### config.mk
export PLATFORM = sky130hd
export DESIGN_NAME = adc_rng_vn_packer
export DESIGN_NICKNAME = d
export VERILOG_FILES = /design/src/rtl/adc_rng_vn_packer_pkg.sv /design/src/rtl/adc_rng_vn_packer_rep.sv /design/src/rtl/adc_rng_vn_packer.sv
export SDC_FILE = /design/constraint.sdc
export NUM_CORES = 1
export LEC_CHECK = 0
export ABC_CLOCK_PERIOD_IN_PS = 4500
export BUFFER_PORTS_ARGS = -buffer_cell sky130_fd_sc_hd__buf_2
export CAP_MARGIN = 20
export CORE_MARGIN = 10
export CORE_UTILIZATION = 60
export DETAILED_ROUTE_END_ITERATION = 16
export GPL_ROUTABILITY_DRIVEN = 0
export PLACE_DENSITY_LB_ADDON = 0.05
export SLEW_MARGIN = 10
export SYNTH_ARGS = -nofsm -noshare
export SYNTH_HDL_FRONTEND = slang
export SYNTH_SLANG_ARGS = --single-unit
### constraint.sdc
create_clock -name clk -period 4.5 [get_ports clk]
set_input_delay 0.225 -clock clk [delete_from_list [all_inputs] [get_ports clk]]
set_output_delay 0.225 -clock clk [all_outputs]
set_load 0.02 [all_outputs]
### src/rtl/adc_rng_vn_packer_pkg.sv
// adc_rng_vn_packer_pkg: shared parameters and state type for the RNG debias/packing path
package adc_rng_vn_packer_pkg;
  localparam int ADC_FIF0_DEPTH = 10;
  localparam int RNG_OUT_WIDTH = 32;
  localparam int RNG_REP_LIMIT = 8;
  typedef enum logic [1:0] {IDLE, PROC, EMIT, FAIL} vn_state_t;
endpackage

### src/rtl/adc_rng_vn_packer_rep.sv
// rng_rep_count_test: repetition-count health test over successive captured vectors
module rng_rep_count_test #(
  parameter int WIDTH = 10,
  parameter int REP_LIMIT = 8
) (
  input  logic             clk,
  input  logic             rst,
  input  logic             cap,
  input  logic [WIDTH-1:0] vec,
  output logic             trip
);
  localparam int RW = $clog2(REP_LIMIT + 1);
  logic [WIDTH-1:0] prev_vec;
  logic [RW-1:0] rep_cnt, rep_nxt;
  logic seen;
  // Run length the current vector would produce; saturates at the limit
  always_comb rep_nxt = (seen && vec == prev_vec) ? ((rep_cnt == RW'(REP_LIMIT)) ? rep_cnt : rep_cnt + RW'(1)) : RW'(1);
  assign trip = cap && rep_nxt == RW'(REP_LIMIT);
  // Remember the last captured vector and its run length
  always_ff @(posedge clk) begin
    if (rst) begin
      prev_vec <= '0;
      rep_cnt <= '0;
      seen <= 1'b0;
    end else if (cap) begin
      prev_vec <= vec;
      rep_cnt <= rep_nxt;
      seen <= 1'b1;
    end
  end
endmodule

### src/rtl/adc_rng_vn_packer.sv
// adc_rng_vn_packer: drains raw FIFO vectors, von Neumann debiases them and packs words LSB-first
module adc_rng_vn_packer
  import adc_rng_vn_packer_pkg::*;
#(
  parameter int IN_WIDTH = ADC_FIF0_DEPTH,
  parameter int OUT_WIDTH = RNG_OUT_WIDTH,
  parameter int REP_LIMIT = RNG_REP_LIMIT
) (
  input  logic                 clk,
  input  logic                 rst,
  input  logic                 fifo_full,
  input  logic [IN_WIDTH-1:0]  fifo_vector,
  output logic                 fifo_deque,
  output logic                 out_valid,
  input  logic                 out_ready,
  output logic [OUT_WIDTH-1:0] out_data,
  output logic                 health_fail
);
  localparam int NP = IN_WIDTH / 2;
  localparam int CW = $clog2(OUT_WIDTH + 1);
  localparam int IW = (NP > 1) ? $clog2(NP) : 1;
  vn_state_t state, state_n;
  logic [IN_WIDTH-1:0] vec_r;
  logic [OUT_WIDTH-1:0] acc, word;
  logic [CW-1:0] cnt;
  logic [IW-1:0] idx;
  logic [1:0] pair;
  logic more_r, trip, emit, last, full_word;
  assign pair = 2'(vec_r >> {idx, 1'b0});
  assign emit = pair[0] ^ pair[1];
  assign last = idx == IW'(NP - 1);
  assign full_word = emit && cnt == CW'(OUT_WIDTH - 1);
  assign word = acc | (OUT_WIDTH'(pair[0]) << cnt);
  assign fifo_deque = state == IDLE && fifo_full;
  rng_rep_count_test #(.WIDTH(IN_WIDTH), .REP_LIMIT(REP_LIMIT)) u_rep (
    .clk  (clk),
    .rst  (rst),
    .cap  (fifo_deque),
    .vec  (fifo_vector),
    .trip (trip)
  );
  // State register
  always_ff @(posedge clk) state <= rst ? IDLE : state_n;
  // Next state: capture, walk pairs, hold a full word until accepted, or stop on a health trip
  always_comb begin
    state_n = state;
    unique case (state)
      IDLE: state_n = fifo_full ? (trip ? FAIL : PROC) : IDLE;
      PROC: state_n = full_word ? EMIT : (last ? IDLE : PROC);
      EMIT: state_n = out_ready ? (more_r ? PROC : IDLE) : EMIT;
      FAIL: state_n = FAIL;
    endcase
  end
  // Datapath: latch vectors, accumulate surviving bits, publish words
  always_ff @(posedge clk) begin
    if (rst) begin
      vec_r <= '0;
      acc <= '0;
      cnt <= '0;
      idx <= '0;
      more_r <= 1'b0;
      out_valid <= 1'b0;
      out_data <= '0;
      health_fail <= 1'b0;
    end else begin
      unique case (state)
        IDLE: if (fifo_full) begin
          vec_r <= fifo_vector;
          idx <= '0;
          if (trip) begin
            acc <= '0;
            cnt <= '0;
            health_fail <= 1'b1;
          end
        end
        PROC: begin
          idx <= idx + IW'(1);
          more_r <= !last;
          if (full_word) begin
            out_data <= word;
            out_valid <= 1'b1;
            acc <= '0;
            cnt <= '0;
          end else if (emit) begin
            acc <= word;
            cnt <= cnt + CW'(1);
          end
        end
        EMIT: if (out_ready) out_valid <= 1'b0;
        FAIL: ;
      endcase
    end
  end
endmodule

======== After elaboration in Yosys (flattened, before gate mapping) ========
Index checks and enable logic that the tools add are counted.
cells by class
  $add $sub $neg .......................... 3
  $mul .................................... 0
  divide/modulo/power cells ............... 0
  magnitude comparators ................... 0
  eq/ne operators ......................... 13
  shift-type cells ........................ 2
  muxes and demuxes ....................... 24
  bitwise operators ....................... 2
  reduce and logical (&&, ||, !) cells .... 14
operator list
  operator               number
  $mux W32               4
  $pmux W32 S2           1
  $or A32 B32 Y32        1
  $shl A1 B6 Y32         1
  $mux W6                4
  $pmux W6 S2            1
  $eq A10 B10 Y1         1
  $shr A10 B4 Y2         1
  $eq A4 B4 Y1 const B   2
  $mux W2                4
  $mux W4                2
  $ne A2 B2 Y1 const B   4
  $pmux W2 S4            1
  $add A6 B1 Y6 const B  1
  $eq A6 B5 Y1 const B   1
  $pmux W3 S2            1
  $reduce_and A2 Y1      3
  $reduce_and A3 Y1      2
  $add A4 B1 Y4 const B  1
  $eq A2 B2 Y1 const B   2
  $logic_and A1 B1 Y1    4
  $mux W1                4
  $reduce_and A4 Y1      1
  $reduce_bool A2 Y1     2
  other kinds (9)        9
storage, ports and cells
  register bits after elaboration ......... 103
  latch bits .............................. 0
  memory bits (writable) .................. 0
  ROM bits ................................ 0
  input bits .............................. 14
  output and inout port bits .............. 35
  word-level logic and storage cells ...... 70
  memories ................................ 0

======== Depth between registers and ports, before layout ========
Gate-level depths: netlist of run 1.
  word-level depth ........................ 8
  mapped depth ............................ 9
  mapped depth without buffers ............ 8

======== By module ========
Synthesis of run 1 repeated with hierarchy kept, for this count alone.
unflattened totals
  cells, all modules ...................... 471
  area, all modules ....................... 4415.5 um^2
modules (own cells, without submodules)
  module              times used  cells an instance  area each (um^2)  sequential area each (um^2)
  adc_rng_vn_packer   1           383                3609.7            1761.7
  rng_rep_count_test  1           88                 805.8             300.3

======== Worst setup path after synthesis of run 1 ========
OpenSTA, ideal clock, no wires.
  path type ............................... reg-to-reg
  start ................................... reg idx[0]
  end ..................................... reg acc[16]
  library setup time ...................... 0.073 ns
  arrival ................................. 2.184 ns
  required time ........................... 4.427 ns
  setup slack ............................. 2.243 ns
  cell stages (with the launch flop) ...... 9
  buffers on the path ..................... 2
  period minus slack after synthesis ...... 2.257 ns
  path through ............................ dfxtp_1 > mux4_2 > a21oi_4 > xor2_2 > and3_1 > buf_4 > nor3_4 > buf_2 > o2bb2ai_1
between the ends
  longest elaborated chain between the ends .. 6
  elaborated cells on any way between the ends .. 10
  classes of those cells .................. eq/ne: 1; shift: 2; mux: 3; bitwise: 2; reduce/logical: 2
RTL lines
  what                      RTL line                 RTL
  start: declaration        adc_rng_vn_packer.sv:26  logic [IW-1:0] idx;
  start signal: assignment  adc_rng_vn_packer.sv:77  idx <= idx + IW'(1);
  $shr A10 B4 Y2 (*)        adc_rng_vn_packer.sv:29  assign pair = 2'(vec_r >> {idx, 1'b0});
  $shl A1 B6 Y32            adc_rng_vn_packer.sv:33  assign word = acc | (OUT_WIDTH'(pair[0]) << cnt);
  $or A32 B32 Y32           adc_rng_vn_packer.sv:33
  $mux W32                  adc_rng_vn_packer.sv:84  end else if (emit) begin
  $mux W32                  adc_rng_vn_packer.sv:79  if (full_word) begin
  $pmux W32 S2              adc_rng_vn_packer.sv:66  unique case (state)
  end signal: assignment    adc_rng_vn_packer.sv:85  acc <= word;
  end: declaration          adc_rng_vn_packer.sv:24  logic [OUT_WIDTH-1:0] acc, word;
Every way passes the cells marked *; elsewhere a longest branch is shown, timed or not. The select of a mux whose other input is x is not followed.
A chain may end at the register's enable or synchronous reset.

======== Worst setup path after layout of run 1 ========
  start ................................... reg idx[0]
  end ..................................... reg out_data[31]
between the ends
  longest elaborated chain between the ends .. 4
  elaborated cells on any way between the ends .. 6
  classes of those cells .................. shift: 2; bitwise: 2; reduce/logical: 2
RTL lines
  what                                RTL line                 RTL
  $shr A10 B4 Y2 (*)                  adc_rng_vn_packer.sv:29
  $xor A1 B1 Y1                       adc_rng_vn_packer.sv:30  assign emit = pair[0] ^ pair[1];
  $logic_and A1 B1 Y1                 adc_rng_vn_packer.sv:32  assign full_word = emit && cnt == CW'(OUT_WIDTH - 1);
  $reduce_and A2 Y1 (no source line)  --
  end signal: assignment              adc_rng_vn_packer.sv:80  out_data <= word;
  end: declaration                    adc_rng_vn_packer.sv:16  output logic [OUT_WIDTH-1:0] out_data,
Every way passes the cells marked *; elsewhere a longest branch is shown, timed or not.

==> results of run 1 <==
## layer usage
metal  GRT usage [%]  up-vias
li1                -     1624
met1            24.7     1496
met2            26.1       91
met3            3.91       10
met4            6.63        0
met5               0        -
## registers in the layout (all words and copies together) (netlist names)
| name | cells |
|---|---|
| acc | 32 |
| cnt | 6 |
| health_fail | 1 |
| idx | 3 |
| more_r | 1 |
| out_data | 32 |
| out_valid | 1 |
| state | 2 |
| u_rep.rep_cnt | 4 |
| u_rep.seen | 1 |
| vec_r | 10 |
## power breakdown
| part | switching, uW | leakage (uW) | internal, uW |
|---|---|---|---|
| sequential | 12.7 | 0.000752 | 833 |
| clock | 319 | 0.000105 | 270 |
| combinational | 68.2 | 0.000700 | 37.9 |
## through the flow
step	instances	power, uW	setup WS [ps]	utilization [%]	area, um^2
after floorplan	445	942	2240	-	3840
after detailed placement	546	970	1530	65.1	4090
after global placement	546	967	1700	65.1	4090
after global routing	562	1590	1330	68.4	4300
after CTS	562	1550	1500	68.4	4300
final	562	1540	1520	68.4	4300
## worst max-delay path, delay by kind of cell (launching register included)
kind / cells / cell delay [ps]
simple gates: 2 / 760
mux: 1 / 590
compound gates: 2 / 460
xor+xnor: 1 / 280
flops: 1 / 470
buf+inv: 1 / 330
## worst min path at each step
stage / start / cells past startpoint / end
2_1_floorplan: fifo_vector[0] / 2 / vec_r[0]$_SDFFE_PP0P_
3_3_place_gp: out_data[21]$_SDFFE_PP0P_ / 2 / out_data[21]$_SDFFE_PP0P_
3_5_place_dp: out_data[14]$_SDFFE_PP0P_ / 2 / out_data[14]$_SDFFE_PP0P_
4_1_cts: fifo_vector[3] / 3 / vec_r[3]$_SDFFE_PP0P_
5_1_grt: fifo_vector[1] / 3 / vec_r[1]$_SDFFE_PP0P_
6_report: fifo_vector[3] / 3 / vec_r[3]$_SDFFE_PP0P_
## layout make-up
cell class	instances	area, um^2	area share, %
sequential	93	1860	43.3
inverter	10	37.5	0.874
clock inverter	7	86.3	2.01
clock buffer	9	124	2.88
timing repair buffer	52	270	6.29
multi-input combinational	314	1820	42.4
tap	77	96.3	2.24
## cell usage after synthesis, drive strengths merged (3+ instances only)
master and count:
a211oi 5, a21oi 55, a31oi 3, buf 11, clkbuf 17, dfxtp 93, ha 5, inv 10
nand2 91, nand2b 4, nand3 14, nand4 4, nor2 24, nor3 26, nor3b 3, nor4 3
o21a 16, o21ai 4, o2bb2ai 16, xnor2 12
## placed cells by master, fill, tap and decap left out, types with 2 or more instances in the layout
cell type	count
sky130_fd_sc_hd__a211oi_1	5
sky130_fd_sc_hd__a21oi_1	53
sky130_fd_sc_hd__a221oi_1	2
sky130_fd_sc_hd__a31oi_1	3
sky130_fd_sc_hd__a41oi_1	2
sky130_fd_sc_hd__buf_2	48
sky130_fd_sc_hd__buf_4	4
sky130_fd_sc_hd__clkbuf_8	9
sky130_fd_sc_hd__dfxtp_1	93
sky130_fd_sc_hd__ha_1	5
sky130_fd_sc_hd__inv_1	10
sky130_fd_sc_hd__inv_6	3
sky130_fd_sc_hd__inv_8	2
sky130_fd_sc_hd__mux4_2	2
sky130_fd_sc_hd__nand2_1	91
sky130_fd_sc_hd__nand2b_1	4
sky130_fd_sc_hd__nand3_1	14
sky130_fd_sc_hd__nand4_1	4
sky130_fd_sc_hd__nor2_1	24
sky130_fd_sc_hd__nor3_1	24
sky130_fd_sc_hd__nor3b_1	3
sky130_fd_sc_hd__nor4_1	2
sky130_fd_sc_hd__nor4bb_1	2
sky130_fd_sc_hd__o21a_1	16
sky130_fd_sc_hd__o21ai_0	4
sky130_fd_sc_hd__o2bb2ai_1	16
sky130_fd_sc_hd__or3_1	2
sky130_fd_sc_hd__xnor2_1	12
## cells by family after synthesis
logic type      Yosys count  share of synthesized area [%]
fa+ha+maj                 5                           1.63
buf+inv                  38                           4.23
simple gates            181                           21.8
flops                    93                           48.4
mux                       3                           1.43
compound gates          112                           19.3
xor+xnor                 13                           3.16
==> metrics list, run 1 <==
* CTS tree: done
- CP max-delay cell: sky130_fd_sc_hd__and3_1
* FILL cells: 546
* Post-route DRC violation count: 0
- Met3 wire length: roughly 480 um
- Final setup fails: 0
- After synthesis the netlist holds a flip-flop and latch count of 93.
- In this run the worst setup path terminates at out_data[31]$_SDFFE_PP0P_.
- Clock slew at the register clock pins of the worst setup and hold paths: 100 ps
- For this run, the slowest stage of the critical path takes 700 ps.
- DIE WIDTH: approximately 100 um
- STA classifies the critical path endpoint as a flop.
* Clk_skew: 14.6 ps
- Post-route clock period utilization: 66.2%
* Clock latency on the worst-skew pair: 370 ps
- For flop-to-flop paths, the worst setup slack is 1520 ps.
* Number of nets at the end of the flow: approximately 500
- RSZ-0062 raised after global routing: false
* Critical path fanouts, max: 18
- Yosys mapped a number of flops with a built-in enable equal to 0.
- Hold WS: around 110 ps
- Total clock sinks: 93
- Post-CTS Setup Bufs: 0
- Fraction of the yosys area taken by sequential cells: about half
- Combined area of all synthesized cells: roughly 3800 um^2
- For this block, wires on met1 add up to 4.35 mm.
- Counting along the longest clock path gives a buffer depth of 2.
- FF-to-FF End: out_data[31]$_SDFFE_PP0P_
* Maximum number of pins on one net before global-route repair: 65
- Status: complete, no violations
- The tightest min-delay check is of the in -> reg type.
- Global-route wire length before repair: roughly 15 mm
- Area growth, synth to finish: 11.7%
- Vias per cell: ~5.7
* Diode insertion count for antenna repair: 0
- CP Launch Point: idx[0]$_SDFFE_PP0P_
- STA puts the critical path data arrival time at about 3300 ps.
- Traced cell by cell, the critical path runs through mux4_2 -> a21oi_4 -> xor2_2 -> and3_1 -> buf_4 -> nor2_1 -> a211oi_1.
* Total routed wirelength: 8.89 mm
- Die height: 100 um
- Maximum frequency from static timing analysis: 0.336 GHz
* Static leakage power: 0.00156 uW
- Number of violations of the max-capacitance limit: 0
- The worst setup path is of the reg -> reg kind.
* Most area-hungry cell type in the Yosys netlist: sky130_fd_sc_hd__dfxtp_1
* Pins Over Slew Limit: 0
* Layout cells sized above 1: between 10% and 20%
* Warnings, synthesis: 0
- I/O pin total: 49
* Origin of the critical flop-to-flop path: idx[0]$_SDFFE_PP0P_
- Total power per unit cell area: 359 nW/um^2
* Slew headroom: 41.6%
- Count of nets left with antenna violations after detail routing: 0
- FFs w/ async S/R, synth: 0%
- For this block, the initial DRC count from the detailed router was 191.
- Once detailed placement completed, the half-perimeter wirelength came to 6.14 mm.
- Critical Path RT: between 4000 and 5000 ps
* Post-cts repair resize count: 0
- Gr usage total: 17.7%
- Via count of the first global-routing pass: 3,055
- CTS HTree Levels: 3
* Post-Syn Area per Cell: about 8.6 um^2
* Port Buffers: 48
- The number of hold buffers added after CTS was 0.
* Initial antenna violation count: 0
- Adding up every negative setup slack in the final design gives 0 ps.
* Actual transition at the worst max-transition pin: between 800 and 900 ps
- Wire segments on met2 add up to 3.96 mm in the final route.
- Synthesis produced 445 cells.
- The floorplan step defined a core boundary enclosing 6280 um^2.
* Top FF cell, synth: sky130_fd_sc_hd__dfxtp_1
* Number of detailed-route iterations in the first pass: 5
- Post-detailed-route wirelength per cell: 15.8 um
* Cell depth of the worst flop-to-flop path: 7
* Die Outline Area: 10,000 um^2
- For this configuration, the core starts out at a cell density of 61.3%.
- Share of the synthesized area in the top cell type: 48.4%
* Distinct cell type count of the synthesized netlist: between 50 and 60
- Highest Signal Layer: met4
- Total CTS buffers: 9
- Placement row count: 29
- The number of hold-slack violations in the final timing report was 0.
- Number of nets produced by synthesis: about 460
* Crit start category: flop
* Cell types with the largest area share after synthesis: sky130_fd_sc_hd__dfxtp_1, sky130_fd_sc_hd__nand2_1, sky130_fd_sc_hd__a21oi_1
- Summing over every cut layer, the via total after detailed routing is 3,221.
- The clock period could shrink to 2980 ps.
- In this run the clock root is driven by a sky130_fd_sc_hd__clkbuf_8.
- After global routing the overflow that remains totals 0.
- The worst-case IR drop observed on VDD is 258 uV.
Power figures use the tool's default switching activity.
==> run 2, diff against run 1 <==
--- a/config.mk
+++ b/config.mk
@@ -5,11 +5,12 @@
 export SDC_FILE = /design/constraint.sdc
 export NUM_CORES = 1
 export LEC_CHECK = 0
-export ABC_CLOCK_PERIOD_IN_PS = 4500
+export ABC_AREA = 1
+export ABC_CLOCK_PERIOD_IN_PS = 2700
 export BUFFER_PORTS_ARGS = -buffer_cell sky130_fd_sc_hd__buf_2
 export CAP_MARGIN = 20
 export CORE_MARGIN = 10
-export CORE_UTILIZATION = 60
+export CORE_UTILIZATION = 53
 export DETAILED_ROUTE_END_ITERATION = 16
 export GPL_ROUTABILITY_DRIVEN = 0
 export PLACE_DENSITY_LB_ADDON = 0.05
==> constraint.sdc (replaced) <==
create_clock -name clk -period 2.7 [get_ports clk]
set_input_delay 0.135 -clock clk [delete_from_list [all_inputs] [get_ports clk]]
set_output_delay 0.135 -clock clk [all_outputs]
set_load 0.02 [all_outputs]
==> run 2 against run 1 <==
Power grew 76%. Design area increased by 16%. Non-clock buffer count increased by 6. Wire length increased by 17%. Maximum frequency increased by 24%. Worst setup slack got worse by 1200 ps. Sequential share of layout area is 5.9 points lower. First-iteration DRC count up 44%. Hold slack worse by 77 ps. Synthesized cell count increased by 45%. Critical path depth up 4. Largest cell class is now multi-input combinational cells.
==> metrics list, run 2 <==
* Initial cell density of the core: 54.7%
- For met2 alone, demand over resource in global routing was about a quarter.
- CTS tree: done
* Post-cts hold buffer count: 0
- Number of nets produced by synthesis: 666
* Clk root buf: sky130_fd_sc_hd__clkbuf_8
- Once the clock tree was built, the setup fixing pass inserted 0 buffers.
* Placed inst area: ~4800 um^2
* Origin of the critical flop-to-flop path: idx[0]$_SDFFE_PP0P_
* Most area-hungry cell type in the Yosys netlist: sky130_fd_sc_hd__dfxtp_1
- Status: complete, no violations
- The floorplan has 33 rows.
* Die Outline Area: 12,600 um^2
- STA classifies the critical path endpoint as a flop.
- The final route contains 4,096 vias.
* Gr usage total: 16.4%
- The final critical path takes up 89.0% of the cycle.
- The number of hold-slack violations in the final timing report was 0.
- Across all hold checks on the routed design, the worst slack comes to approximately 33 ps.
- Xor and xnor area share after synthesis: less than 1%
- Before CTS, the worst setup slack after placement is about 310 ps.
- Most frequent cells in the layout: sky130_fd_sc_hd__nand2_1, sky130_fd_sc_hd__dfxtp_1, sky130_fd_sc_hd__nor2_1, sky130_fd_sc_hd__inv_1, sky130_fd_sc_hd__a21oi_1
- Maximum number of pins on one net before global-route repair: 41
* Combined area of all synthesized cells: 4520 um^2
* Maximum frequency from static timing analysis: between 0.4 and 0.5 GHz
- Port Buffers: 48
* Vias per cell: 5.18
* Cell types with the largest area share after synthesis: sky130_fd_sc_hd__dfxtp_1, sky130_fd_sc_hd__nand2_1, sky130_fd_sc_hd__nor2_1
* Post-route DRC violation count: 0
* Pins Over Slew Limit: 0
- Fraction of the yosys area taken by sequential cells: about two fifths
- FF+latch count, synth: 93
- Synthesis instantiated 35 different standard cells from the library.
- Cell depth of the worst flop-to-flop path: 11
- In this run the vertical extent of the chip is roughly 110 um.
- Summing the areas of all compound-gate instances in the mapped netlist gives 14.6% of the synthesized area.
* Total core area: 8260 um^2
* Final setup fails: 0
* Worst Hold Endpoint: vec_r[2]$_SDFFE_PP0P_
* Post-Syn Area per Cell: 6.99 um^2
* CTS HTree Levels: 3
- Crit start category: flop
- DIE WIDTH: 112 um
- Top FF cell, synth: sky130_fd_sc_hd__dfxtp_1
- After synthesis, the share of flip-flops with an asynchronous set or reset is 0%.
- Initial antenna violation count: 0
- Clk_skew: 8.54 ps
* Total clock sinks: 93
- The first TritonRoute pass finished after 5 iterations.
- Critical Path RT: between 2000 and 3000 ps
* Post-DP HPWL: 7.34 mm
- The repair_antennas step left the layout with diodes totalling 0.
- Count leader, synth: sky130_fd_sc_hd__nand2_1
- After the first detailed-routing iteration, the DRC count stood at 275.
- After synthesis, the share of cell area in mux cells is 0%.
* Post-cts repair resize count: 0
- Clock-pin slew was measured on the worst setup and hold paths at around 90 ps.
* Commonest non-fill, non-tap cell in the layout: sky130_fd_sc_hd__nand2_1
- Final critical path time including I/O delays and setup: 2400 ps
- In the global route stage, met1 resource usage came out at between 20% and 30%.
- Data on the critical path arrives at its endpoint at 2690 ps.
* Total CTS buffers: 9
- In the final timing run, aggregate negative setup slack is 0 ps.
- Area growth, synth to finish: 10.1%
- Summing all non-filler instances in the final layout gives an area of 4980 um^2.
* Via count of the first global-routing pass: a little under 4,000
- Global-route wire length before repair: between 15 and 20 mm
- Slew headroom: 49.9%
- At the pin with the least slew margin, the transition time is roughly 750 ps.
* Startpoint of the tightest hold check path: fifo_vector[2]
* Total routed wirelength: 10.4 mm
- Worst-case vdd ir drop: 316 uV
- Number of nets at the end of the flow: 701
- The post-route netlist has between 10% and 20% of its cells at a drive strength greater than 1.
- Once detail routing completed, the nets flagged for antenna violations numbered 0.
* I/O pin total: 49
- Setup repair after global routing left no endpoint under its margin.
- Total power per unit cell area: 546 nW/um^2
- For met3 alone, demand over resource in global routing was 3.35%.
- GRT Max-Usage Layer: met2
* Number of flops mapped to enable cells by yosys: 0
- Post-detailed-route wirelength per cell: around 13 um
- Critical path fanouts, max: 17
* FILL cells: 788
* Warnings, synthesis: 0
- Cell types with the highest counts after synthesis: sky130_fd_sc_hd__nand2_1, sky130_fd_sc_hd__dfxtp_1, sky130_fd_sc_hd__nor2_1
- Worst setup margin: 297 ps
* Clock latency on the worst-skew pair: 350 ps
- For this run, the share of the core covered by cells in the final layout is 60.3%.
- By area, the combinational part of the netlist is dominated by simple AND/OR/NAND/NOR gates.
- Simple logic cell fraction of the synthesized area: 31.8%
- The synthesized netlist devotes 1.38% of its cell area to adder and majority cells.
* Share of the synthesized area in the top cell type: 41.2%
- The clock passes through at most 2 buffers.
- In this run the critical register-to-register path is captured at acc[31]$_SDFFE_PP0P_.
- Largest registers: acc (32), out_data (32), vec_r (10)
- Number of violations of the max-capacitance limit: 0
- Synthesis handed over a netlist of 647 instances.
- Cell depth of the worst min-delay path: 3
* Register-to-register setup slack: between 200 and 300 ps
- Total overflow reported by the global router: 0
- For this design the static power due to leakage is 0.00215 uW.
* Hold/Removal Path Class: in -> reg
* Category of the critical setup timing path: reg -> reg
run 2: metal layers:
layer / wire [um] / vias to the layer above
li1: - / 2138
met1: 5020 / 1875
met2: 4830 / 71
met3: 449 / 12
met4: 123 / 0
met5: 0 / -
run 2: critical path, stage by stage, from the launching register on:
cell and delay (ps):
sky130_fd_sc_hd__dfxtp_1 450, sky130_fd_sc_hd__inv_2 110, sky130_fd_sc_hd__nand2_1 70, sky130_fd_sc_hd__nand3_1 70, sky130_fd_sc_hd__nand3_1 100, sky130_fd_sc_hd__nand2_2 170, sky130_fd_sc_hd__inv_2 100, sky130_fd_sc_hd__nand2_1 60
sky130_fd_sc_hd__nand2_2 110, sky130_fd_sc_hd__nand4_2 490, sky130_fd_sc_hd__buf_4 430, sky130_fd_sc_hd__a21oi_1 170
run 2: final cells by class:
cell class	count	area, um^2	share of cell area (%)
multi-input combinational	452	2200	44.2
sequential	93	1860	37.4
timing repair buffer	58	315	6.33
inverter	68	255	5.13
tap	105	131	2.64
clock buffer	9	124	2.49
clock inverter	6	87.6	1.76
run 2: how the worst max path moves through the flow:
stage	endpoint	slack [ps]	cells past startpoint	from
5_1_grt	acc[7]$_SDFFE_PP0P_	50	11	idx[0]$_SDFFE_PP0P_
2_1_floorplan	acc[22]$_SDFFE_PP0P_	1050	13	u_rep.rep_cnt[0]$_SDFFE_PP0P_
4_1_cts	acc[31]$_SDFFE_PP0P_	300	11	idx[0]$_SDFFE_PP0P_
3_3_place_gp	acc[29]$_SDFFE_PP0P_	420	11	idx[0]$_SDFFE_PP0P_
6_report	acc[31]$_SDFFE_PP0P_	300	11	idx[0]$_SDFFE_PP0P_
3_5_place_dp	acc[7]$_SDFFE_PP0P_	310	11	idx[0]$_SDFFE_PP0P_
run 2: report_power, final:
group | total (uW) | switching, uW | leakage, uW | internal, uW
clock | 1010 | 489 | 0.000109 | 519
sequential | 1430 | 28.4 | 0.000753 | 1400
combinational | 286 | 205 | 0.00129 | 81.2
total | 2720 | 722 | 0.00215 | 2000
run 2: cells by family after synthesis:
kind of cell,count (synthesis)
simple gates,326
xor+xnor,5
buf+inv,102
compound gates,116
fa+ha+maj,5
flops,93
run 2: through the flow:
| stage | cells | power [uW] |
|---|---|---|
| detailed placement | 776 | 1740 |
| CTS | 791 | 2740 |
| global placement | 776 | 1740 |
| global route | 791 | 2830 |
| floorplan | 647 | 1680 |
| finish | 791 | 2720 |
